--- config.mk ---
export PLATFORM = sky130hd
export DESIGN_NAME = tcp_tx_route_tagger_flat
export DESIGN_NICKNAME = d
export VERILOG_FILES = /design/src/rtl/tcp_tx_route_tagger_if.sv /design/src/rtl/tcp_tx_route_tagger.sv /design/src/flat_wrapper.sv
export SDC_FILE = /design/constraint.sdc
export NUM_CORES = 1
export LEC_CHECK = 0
export BUFFER_PORTS_ARGS = -buffer_cell sky130_fd_sc_hd__buf_2
export CAP_MARGIN = 20
export CORE_ASPECT_RATIO = 0.6
export CORE_UTILIZATION = 51
export DETAILED_ROUTE_END_ITERATION = 16
export PLACE_DENSITY = 0.78
export SETUP_SLACK_MARGIN = 0.05
export SYNTH_ARGS = -nofsm -noshare
export SYNTH_HDL_FRONTEND = slang
export SYNTH_SLANG_ARGS = --single-unit
--- constraint.sdc ---
create_clock -name aclk -period 2.6 [get_ports aclk]
set_input_delay 0.13 -clock aclk [delete_from_list [all_inputs] [get_ports aclk]]
set_output_delay 0.13 -clock aclk [all_outputs]
set_load 0.1 [all_outputs]
--- src/rtl/tcp_tx_route_tagger_if.sv ---
// Valid/ready metadata stream used on both sides of the TX route tagger.
interface metaIntf #(
  parameter int unsigned WIDTH = 26
);
  logic             valid;
  logic             ready;
  logic [WIDTH-1:0] data;

  modport m (output valid, output data, input ready);
  modport s (input valid, input data, output ready);
endinterface

--- src/rtl/tcp_tx_route_tagger.sv ---
// TCP TX route tagger: looks up the route ID of each TX metadata beat and tags it.
// Optional single-entry route cache, enabled by defining TX_ROUTE_CACHE_EN.
module tcp_tx_route_tagger #(
  parameter int unsigned TCP_SESSION_BITS = 10,
  parameter int unsigned LOOKUP_TIMEOUT   = 8,
  parameter logic [13:0] DEFAULT_ROUTE    = 14'h0000
) (
  input  logic                        aclk,
  input  logic                        aresetn,
  metaIntf.s                          s_tx_meta,
  metaIntf.m                          m_tx_meta,
  output logic [TCP_SESSION_BITS-1:0] tx_sid,
  output logic                        tx_sid_valid,
  input  logic [13:0]                 tx_route_id,
  input  logic                        tx_route_id_valid,
  input  logic                        cache_inv,
  output logic [31:0]                 timeout_cnt
);

  localparam int unsigned SID_W   = TCP_SESSION_BITS;
  localparam int unsigned LEN_W   = 16;
  localparam int unsigned ROUTE_W = 14;
  localparam int unsigned TIMER_W = 8;
  localparam int unsigned CNT_W   = 32;

  typedef struct packed {
    logic [SID_W-1:0] sid;
    logic [LEN_W-1:0] len;
  } meta_t;

  typedef enum logic [1:0] {
    ST_IDLE   = 2'd0,
    ST_LOOKUP = 2'd1,
    ST_WAIT   = 2'd2,
    ST_SEND   = 2'd3
  } state_t;

  state_t               r_state;
  meta_t                r_meta;
  logic [ROUTE_W-1:0]   r_route;
  logic [TIMER_W-1:0]   r_timer;
  logic [CNT_W-1:0]     r_timeout_cnt;
  logic                 r_s_ready;
  logic                 r_m_valid;
  logic                 r_sid_valid;

  state_t               w_state_nxt;
  meta_t                w_meta_nxt;
  logic [ROUTE_W-1:0]   w_route_nxt;
  logic [TIMER_W-1:0]   w_timer_nxt;
  logic [TIMER_W-1:0]   w_timer_inc;
  logic [CNT_W-1:0]     w_timeout_cnt_nxt;
  logic                 w_fill;
  logic                 w_hit;
  meta_t                w_in;

  assign w_in        = meta_t'(s_tx_meta.data);
  assign w_timer_inc = r_timer + TIMER_W'(1);

  // Next-state and datapath updates; the response beats the timer in the same cycle.
  always_comb begin
    w_state_nxt       = r_state;
    w_meta_nxt        = r_meta;
    w_route_nxt       = r_route;
    w_timer_nxt       = r_timer;
    w_timeout_cnt_nxt = r_timeout_cnt;
    w_fill            = 1'b0;
    case (r_state)
      ST_IDLE: begin
        if (s_tx_meta.valid) begin
          w_meta_nxt = w_in;
          if (w_hit) begin
            w_state_nxt = ST_SEND;
          end else begin
            w_state_nxt = ST_LOOKUP;
          end
        end
      end
      ST_LOOKUP: begin
        w_timer_nxt = '0;
        w_state_nxt = ST_WAIT;
      end
      ST_WAIT: begin
        if (tx_route_id_valid) begin
          w_route_nxt = tx_route_id;
          w_fill      = 1'b1;
          w_state_nxt = ST_SEND;
        end else begin
          w_timer_nxt = w_timer_inc;
          if (w_timer_inc == TIMER_W'(LOOKUP_TIMEOUT)) begin
            w_route_nxt       = DEFAULT_ROUTE;
            w_timeout_cnt_nxt = (&r_timeout_cnt) ? r_timeout_cnt
                                                 : r_timeout_cnt + CNT_W'(1);
            w_state_nxt       = ST_SEND;
          end
        end
      end
      ST_SEND: begin
        if (m_tx_meta.ready) begin
          w_state_nxt = ST_IDLE;
        end
      end
      default: w_state_nxt = ST_IDLE;
    endcase
  end

`ifdef TX_ROUTE_CACHE_EN
  logic               r_cache_valid;
  logic [SID_W-1:0]   r_cache_sid;
  logic [ROUTE_W-1:0] r_cache_route;
  logic [ROUTE_W-1:0] w_route_sel;

  assign w_hit       = r_cache_valid && !cache_inv && (w_in.sid == r_cache_sid);
  assign w_route_sel = (r_state == ST_IDLE && s_tx_meta.valid && w_hit) ? r_cache_route
                                                                         : w_route_nxt;

  // Single-entry cache; invalidate wins over a same-cycle fill.
  always_ff @(posedge aclk) begin
    if (!aresetn) begin
      r_cache_valid <= 1'b0;
      r_cache_sid   <= '0;
      r_cache_route <= '0;
    end else begin
      if (cache_inv) begin
        r_cache_valid <= 1'b0;
      end else if (w_fill) begin
        r_cache_valid <= 1'b1;
      end
      if (w_fill) begin
        r_cache_sid   <= r_meta.sid;
        r_cache_route <= tx_route_id;
      end
    end
  end
`else
  logic               w_unused;
  logic [ROUTE_W-1:0] w_route_sel;

  assign w_hit       = 1'b0;
  assign w_route_sel = w_route_nxt;
  assign w_unused    = ^{cache_inv, w_fill};
`endif

  // State register; handshake outputs are registered from the next state.
  always_ff @(posedge aclk) begin
    if (!aresetn) begin
      r_state       <= ST_IDLE;
      r_meta        <= '0;
      r_route       <= '0;
      r_timer       <= '0;
      r_timeout_cnt <= '0;
      r_s_ready     <= 1'b1;
      r_m_valid     <= 1'b0;
      r_sid_valid   <= 1'b0;
    end else begin
      r_state       <= w_state_nxt;
      r_meta        <= w_meta_nxt;
      r_route       <= w_route_sel;
      r_timer       <= w_timer_nxt;
      r_timeout_cnt <= w_timeout_cnt_nxt;
      r_s_ready     <= (w_state_nxt == ST_IDLE);
      r_m_valid     <= (w_state_nxt == ST_SEND);
      r_sid_valid   <= (w_state_nxt == ST_LOOKUP);
    end
  end

  assign s_tx_meta.ready = r_s_ready;
  assign m_tx_meta.valid = r_m_valid;
  assign m_tx_meta.data  = {r_route, r_meta};
  assign tx_sid          = r_meta.sid;
  assign tx_sid_valid    = r_sid_valid;
  assign timeout_cnt     = r_timeout_cnt;

endmodule

--- src/flat_wrapper.sv ---
// flat-port wrapper written by rule: the top's interface ports become plain ports
module tcp_tx_route_tagger_flat 
#(
  parameter int unsigned TCP_SESSION_BITS = 10,
  parameter int unsigned LOOKUP_TIMEOUT   = 8,
  parameter logic [13:0] DEFAULT_ROUTE    = 14'h0000
)
  (aclk, aresetn, tx_sid, tx_sid_valid, tx_route_id, tx_route_id_valid, cache_inv, timeout_cnt, s_tx_meta_valid, s_tx_meta_data, s_tx_meta_ready, m_tx_meta_valid, m_tx_meta_data, m_tx_meta_ready);
  metaIntf #(.WIDTH((10) + 16)) s_tx_meta_i ();
  metaIntf #(.WIDTH(14 + (10) + 16)) m_tx_meta_i ();
  input  logic aclk;
  input  logic aresetn;
  output logic [TCP_SESSION_BITS-1:0] tx_sid;
  output logic tx_sid_valid;
  input  logic [13:0] tx_route_id;
  input  logic tx_route_id_valid;
  input  logic cache_inv;
  output logic [31:0] timeout_cnt;
  input wire logic [$bits(s_tx_meta_i.valid)-1:0] s_tx_meta_valid;
  input wire logic [$bits(s_tx_meta_i.data)-1:0] s_tx_meta_data;
  output wire logic [$bits(s_tx_meta_i.ready)-1:0] s_tx_meta_ready;
  output wire logic [$bits(m_tx_meta_i.valid)-1:0] m_tx_meta_valid;
  output wire logic [$bits(m_tx_meta_i.data)-1:0] m_tx_meta_data;
  input wire logic [$bits(m_tx_meta_i.ready)-1:0] m_tx_meta_ready;
  assign s_tx_meta_i.valid = s_tx_meta_valid;
  assign s_tx_meta_i.data = s_tx_meta_data;
  assign s_tx_meta_ready = s_tx_meta_i.ready;
  assign m_tx_meta_valid = m_tx_meta_i.valid;
  assign m_tx_meta_data = m_tx_meta_i.data;
  assign m_tx_meta_i.ready = m_tx_meta_ready;
  tcp_tx_route_tagger #(.TCP_SESSION_BITS(TCP_SESSION_BITS), .LOOKUP_TIMEOUT(LOOKUP_TIMEOUT), .DEFAULT_ROUTE(DEFAULT_ROUTE)) u_core (.aclk(aclk), .aresetn(aresetn), .s_tx_meta(s_tx_meta_i), .m_tx_meta(m_tx_meta_i), .tx_sid(tx_sid), .tx_sid_valid(tx_sid_valid), .tx_route_id(tx_route_id), .tx_route_id_valid(tx_route_id_valid), .cache_inv(cache_inv), .timeout_cnt(timeout_cnt));
endmodule
Yosys cells after proc, flatten, opt, wreduce, memory -nomap -nowiden. Index checks and enable logic that the tools add are counted.

Bits in registers: 85. Word-level logic and storage cells: 38.

Reduce and logical (&&, ||, !) cells: 9. Add/subtract/negate cells: 2. Eq/ne operators: 7. Muxes and demuxes: 9. Bitwise operators: 2.

Operator list (count): adder 32 x 1 -> 32 bit (second input constant) (1); AND reduction 32 bit (1); two-way mux 14 bit (2); one-hot mux 8 bit (2 select lines) (1); adder 8 x 1 -> 8 bit (second input constant) (1); == test 8 x 4 -> 1 bit (second input constant) (1); two-way mux 2 bit (4); two-way mux 8 bit (1); one-hot mux 2 bit (4 select lines) (1); == test 2 bit (second input constant) (3); AND reduction 2 bit (3); == test 2 x 1 -> 1 bit (second input constant) (2); logical NOT 2 bit (2); AND reduction 4 bit (1); nonzero test 2 bit (2); != test 2 bit (second input constant) (1); inverter 1 bit (2).

Depth between registers and ports, before layout. Gate-level depths: netlist of run 1.

Word-level depth: 6. Depth in mapped cells: 8. Mapped depth without buffers: 6.

Least setup slack after synthesis of run 1. Ideal clock, no wire load.

Path kind: register to register. Start point: reg u_core.r_timeout_cnt[1] (netlist: u_core.timeout_cnt[1]). End point: reg u_core.r_timeout_cnt[28] (netlist: u_core.timeout_cnt[28]). Required time: 2465 ps. Cell stages (with the launch flop): 8. Path buffers: 1. Clock period less this slack: 2953 ps. Data arrival time: 2817 ps. Library setup time: 135 ps. Slack: -353 ps. Cells stage by stage: dfxtp_1 > ha_1 > nand4_1 > or4_1 > a2111o_1 > buf_6 > o311ai_0 > o41ai_1.

Longest elaborated chain between the ends: 3. Elaborated cells between the ends (all ways): 4.

Ends and longest elaborated chain: start, declared (RTL line tcp_tx_route_tagger.sv:42) `logic [CNT_W-1:0] r_timeout_cnt;`; start signal, assigned (RTL line tcp_tx_route_tagger.sv:160) `r_timeout_cnt <= w_timeout_cnt_nxt;`; branches (longest 3 deep; another with adder 32 x 1 -> 32 bit).

Parallel ways; which one is timed is not known. A chain may end at the register's enable or synchronous reset.

Final worst setup path of run 1.
Start point: reg u_core.r_timeout_cnt[12] (netlist: u_core.timeout_cnt[12]). End point: reg u_core.r_timeout_cnt[26] (netlist: u_core.timeout_cnt[26]).

The elaborated chain is that of the path after synthesis.

==> results.cfg, run 1 <==
[cts]
clockBufferDepth = 2
insertion_delay_ps = 330
cts.sinks = 85
clkSlewWorstSetupHoldPaths_ps = 60
cts_tree = built
root_buffer = clkbuf_16
numCtsBuffers = 9
cts_htree_levels = 3

[yosys]
ys_warn_count = 0
synth-seq-cells = 85
synth_edf_count = 0
synthCells = 491
yosysTopAreaCell = dfxtp_1
yosysSeqAreaShare_pct = 42.8
synthesis.area_mm2 = 0.00397
async_reset_ff_share_pct = 0
ys_types = 47
yosys.area.top_type_share_pct = 42.8
dominantRegCellSynth = dfxtp_1
synth_nets = 539
synth_area_leaders = dfxtp_1 43%, nand2_1 9.5%, a21oi_1 5.9%
synth.avg_cell_area_um2 = 8.09

[power]
total_power_mw = 3.41
total_leakage_power_nw = 2.07
irDropWorstVdd_mv = 0.432
power_density_mw_per_mm2 = 675

[floorplan]
die_w_um = 116
ios = 131
start_util_pct = 53.8
die-area_mm2 = 0.00816
die_h_um = 70.4
row_count = 24
coreArea_mm2 = 0.00739

[worst_setup_path]
crit_fanout = 16
rrSetupSlack_ps = 200
critical_path_class = reg2reg
critical_path.most_common_cell = or4_1
critPathTopFamily = simple AND/OR/NAND/NOR gates
slowest_stage = or4_1
cp-end-kind = register
worstPathRequired_ps = 2870
cp.buffers_inverters = 0
critical-path-max-stage-delay_ps = 610
worstSetupStartpointType = register
critPathArrivalTime_ps = 2670
path_cells = nand4_1, or4_1, a2111o_2, or4_1, a21oi_1

[routing]
viasPerCell = 5.74
wl_um = 10600
drt_iter0_drc = 377
vias = 4119
drt-pass1-iter-count = 5
post_drt_wl_per_cell_um = 14.7
detail-route-antenna-nets = 0
drc = 0

[finish]
diodes = 0
fin_util_pct = 68.4
drive_gt1_share_pct = 29.8
final-instance-count-excl-fill = 718
layout.nets = 658
syn2layout_area_growth_pct = 27.2
stdcell_area_mm2 = 0.00505

[sta]
fin_crit_sh_pct = 92.5
finalCriticalPeriod_ps = 2400
rsz0062_at_grt = false
setup_tns_ps = 0
setup_ws_ps = 196
slew_headroom_pct = 60.0
finalClockSkew_ps = 3.51
tightest_slew_ps = 600
holdWs_ps = 15.9
max_freq_ghz = 0.416
finalHoldViolCount = 0
setup_viol = 0
final_max_slew_viol_count = 0

[placed_design]
dpl.cell_count = 693
place_hpwl_um = 7360
placed_cell_area_mm2 = 0.00465
portBuffers = 129
dp_slack_ps = 200
gp_congestion = 0.888

[global_route]
grt_util_all_layers_pct = 27.1
grtUsageMet3_pct = 7.38
grt_util_met1_pct = 37.6
grt_first_pass_wirelength_um = 17300
grt_pass1_vias = 3566
use_met2_pct = 40.7
grt_busiest_layer = met2
grt_max_degree = 61
gr-total-overflow = 0
antenna_found_initial = 0

[run_status]
outcome = finished clean

[job]
cap_violations = 0

[worst_hold_path]
hp-class = in2reg
==> final timing paths <==
path / from / endpoint / cells past startpoint
min: tx_route_id[3] / u_core.r_route[3] / 3
max reg2reg: u_core.timeout_cnt[12] / u_core.timeout_cnt[26] / 5
max: u_core.timeout_cnt[12] / u_core.timeout_cnt[26] / 5
min reg2reg: u_core.m_tx_meta.data[9] / u_core.m_tx_meta.data[9] / 2
==> flip-flops by register name (all words and copies together), names as in the netlist <==
register and cells:
u_core.timeout_cnt 32, u_core.m_tx_meta.data 16, u_core.r_route 14, u_core.tx_sid 10, u_core.r_timer 8, u_core.r_state 2
u_core.m_tx_meta.valid 1, u_core.s_tx_meta.ready 1, u_core.tx_sid_valid 1
==> kinds of logic after synthesis <==
kind of cell / share of synthesized area, %
muxes: 3.56
and+or+nand+nor: 27.0
adders and majority gates: 0.630
buffers and inverters: 6.42
DFF: 42.8
AOI/OAI and AO/OA: 19.6
==> area by class of cell <==
class	instances	area [um2]
fill	631	2330
multi-input combinational	353	2030
sequential	85	1730
timing repair buffer	151	831
clock buffer	14	264
tap	104	130
inverter	10	37.5
clock inverter	1	30.0
==> tightest hold or removal path: cells and delay by family <==
| kind | cells | cell delay [ps] |
|---|---|---|
| buffers and inverters | 1 | 80 |
| AOI/OAI and AO/OA | 2 | 100 |
==> Yosys cell counts (13+ instances only) <==
cell type,count
dfxtp_1,85
nand2_1,101
mux2i_1,13
nor4_1,13
nor2_1,13
o21ai_0,25
clkbuf_1,27
a21oi_1,47
nand3_1,18
a32oi_1,16
==> placed cells by master, fill, tap and decap left out, types with 12 or more instances in the layout <==
cell type	netlist	layout
buf_4	10	14
buf_2	3	129
nand3_1	18	18
dfxtp_1	85	65
o21ai_0	25	25
nor2_1	13	13
a32oi_1	16	16
dfxtp_2	0	18
a21oi_1	47	47
mux2i_1	13	13
nand2b_1	12	12
nand2_1	101	101
or4_1	12	12
nand4_1	12	12
==> power by group <==
part | internal, mW | total, mW | leakage (nW) | switching (mW)
clock network | 0.793 | 1.28 | 0.143 | 0.491
logic | 0.129 | 0.736 | 1.22 | 0.607
registers | 1.36 | 1.39 | 0.702 | 0.0389
total | 2.28 | 3.41 | 2.07 | 1.14
==> per-layer routing <==
metal  vias to the layer above  share of wire [%]
li1                       2026                  -
met1                      1916                 46
met2                       160                 46
met3                        17                7.2
met4                         0               0.98
met5                         -                  0
==> repair_timing <==
item | in CTS | in global routing
hold endpoints to repair | 8 | 0
gates resized for setup | 0 | 3
hold buffers | 8 | 0
endpoints found under the setup margin | 0 | 11
setup buffers | 0 | 2
Note: power is estimated with default switching activity, not from simulation.
==> run 2, diff against run 1 <==
--- a/config.mk
+++ b/config.mk
@@ -8,10 +8,11 @@
 export BUFFER_PORTS_ARGS = -buffer_cell sky130_fd_sc_hd__buf_2
 export CAP_MARGIN = 20
 export CORE_ASPECT_RATIO = 0.6
-export CORE_UTILIZATION = 51
+export CORE_UTILIZATION = 25
+export CTS_CLUSTER_SIZE = 16
 export DETAILED_ROUTE_END_ITERATION = 16
-export PLACE_DENSITY = 0.78
-export SETUP_SLACK_MARGIN = 0.05
+export PLACE_DENSITY = 0.43
+export SETUP_SLACK_MARGIN = 0.02
 export SYNTH_ARGS = -nofsm -noshare
 export SYNTH_HDL_FRONTEND = slang
 export SYNTH_SLANG_ARGS = --single-unit
==> run 2 against run 1 <==
  * Global-route usage shrank 13 points
  * Wire length is 12% higher
  * Combinational power rose by 1%
  * Clock power increased by 18%
  * Setup slack got worse by 25 ps
  * Clock skew grew 7.1 ps
  * Die area is 100% higher
==> results.cfg, run 2 (synthesized netlist as in run 1, its figures left out) <==
[worst_setup_path]
rr_endpoint = u_core.timeout_cnt[9]
crit_fanout = 36
critical_path_class = reg2reg
cp-end-kind = register
rrSetupSlack_ps = 170
worstPathRequired_ps = 2870
ff2ff_path_depth = 6
worstSetupStartpointType = register
timing.rr.start = u_core.r_timer[2]
critPathArrivalTime_ps = 2690

[floorplan]
die_h_um = 99.7
coreArea_mm2 = 0.0155
ios = 131
start_util_pct = 25.7
row_count = 35
die_w_um = 165
die-area_mm2 = 0.0164

[finish]
layout.nets = 662
layout_commonest_cell = buf_2
layout_common_cells = 129 x buf_2, 101 x nand2_1, 66 x dfxtp_1
diodes = 0
drive_gt1_share_pct = 29.7
fillers = 1631
syn2layout_area_growth_pct = 32.2
largest_reg_flops = 32

[cts]
clockBufferDepth = 2
cts.sinks = 85
cts_htree_levels = 3
clkSlewWorstSetupHoldPaths_ps = 70
numCtsBuffers = 9
insertion_delay_ps = 340
root_buffer = clkbuf_16
cts_tree = built

[global_route]
antenna_found_initial = 0
gr-total-overflow = 0
grt_util_all_layers_pct = 14.4
grt_max_degree = 61
grt_first_pass_wirelength_um = 18600
grt_pass1_vias = 3544

[power]
total_leakage_power_nw = 2.10
p_int_mw = 2.43
irDropWorstVdd_mv = 0.281
power_density_mw_per_mm2 = 695
pwr-share-seq_pct = 38.3
total_power_mw = 3.65
pwr-share-comb_pct = 20.4
p_sw_mw = 1.22
sw_frac_of_total_pct = 33.3
clkPwrFrac_pct = 41.3

[worst_hold_path]
hp-class = in2reg
hp-start = tx_route_id[11]
hold_path_end = u_core.r_route[11]
min_path_cells = 3

[placed_design]
place_hpwl_um = 8330
portBuffers = 129
gp_congestion = 0.755

[sta]
setup_viol = 0
setup_tns_ps = 0
final_max_slew_viol_count = 0
holdWs_ps = 12.6
max_freq_ghz = 0.412
finalHoldViolCount = 0
finalClockSkew_ps = 10.6
tightest_slew_ps = 667
fin_crit_sh_pct = 93.4
slew_headroom_pct = 55.5
rsz0062_at_grt = false
finalCriticalPeriod_ps = 2430

[routing]
drt-pass1-iter-count = 4
drc = 0
post_drt_wl_per_cell_um = 14.4
vias = 4037
drt_iter0_drc = 167
viasPerCell = 4.91
wl_um = 11800
detail-route-antenna-nets = 0

[job]
cap_violations = 0

[run_status]
outcome = finished clean
[run 2: cell types whose count changed in the layout (fill, tap and decap cells not counted), sizes merged]
cell / delta
bufinv: +2
dlygate4sd3: +4
clkinvlp: +2
clkinv: +1
clkbuf: -5
inv: +1
[run 2: worst max-delay path, cell delays in order, from the launching register on]
cell	delay, ps
dfxtp_1	450
and3_1	250
nand4_1	230
a2111o_1	460
buf_4	250
or4_1	540
a21oi_1	140
[run 2: final cells by class]
cell class	count	area [um2]	share of cell area [%]
well taps	203	254	4.83
multi-input cells	353	2020	38.4
repair buffers	155	871	16.6
clock inverters	7	123	2.33
flip-flops and latches	85	1730	32.8
inverters	10	37.5	0.714
clock buffers	9	225	4.29
[run 2: stage by stage]
step                setup slack, ps  instances  util, %  instance area [um2]
finish                          171        822     34.0                 5250
global placement                214        794     31.0                 4780
global route                   41.1        822     34.0                 5250
detailed placement              171        794     31.0                 4780
floorplan                      26.7        491        -                 4000
CTS                             133        822     34.0                 5250
[run 2: power by group through the flow]
stage | clock (mW) | sequential, mW | combinational (mW)
CTS | 1.56 | 1.40 | 0.748
global route | 1.62 | 1.40 | 0.782
global placement | 0 | 1.42 | 0.733
finish | 1.51 | 1.40 | 0.746
floorplan | 0 | 1.78 | 0.252
detailed placement | 0 | 1.43 | 0.734
[run 2: worst max-delay path by stage]
stage | slack (ps) | cells past startpoint | start | endpoint
after floorplan | 30 | 7 | u_core.timeout_cnt[1] | u_core.timeout_cnt[28]
final | 170 | 6 | u_core.r_timer[2] | u_core.timeout_cnt[9]
after global placement | 210 | 5 | u_core.timeout_cnt[6] | u_core.timeout_cnt[26]
after global routing | 40 | 5 | u_core.timeout_cnt[6] | u_core.timeout_cnt[26]
after CTS | 130 | 5 | u_core.timeout_cnt[6] | u_core.timeout_cnt[26]
after detailed placement | 170 | 5 | u_core.timeout_cnt[6] | u_core.timeout_cnt[26]
[run 2: routing by layer]
layer	share of wire, %	GRT usage [%]	wire length, um
met3	5.4	4.55	640
met1	52	21.2	6140
met5	0	0	0
met2	42	20.1	4930
met4	0.67	2.96	79
[run 2: what timing repair did]
item / in CTS / in global routing
hold buffers: 12 / 0
setup buffers: 0 / 0
resized for setup: 0 / 1
hold endpoints to repair: 12 / 0
setup endpoints to repair: 0 / 3
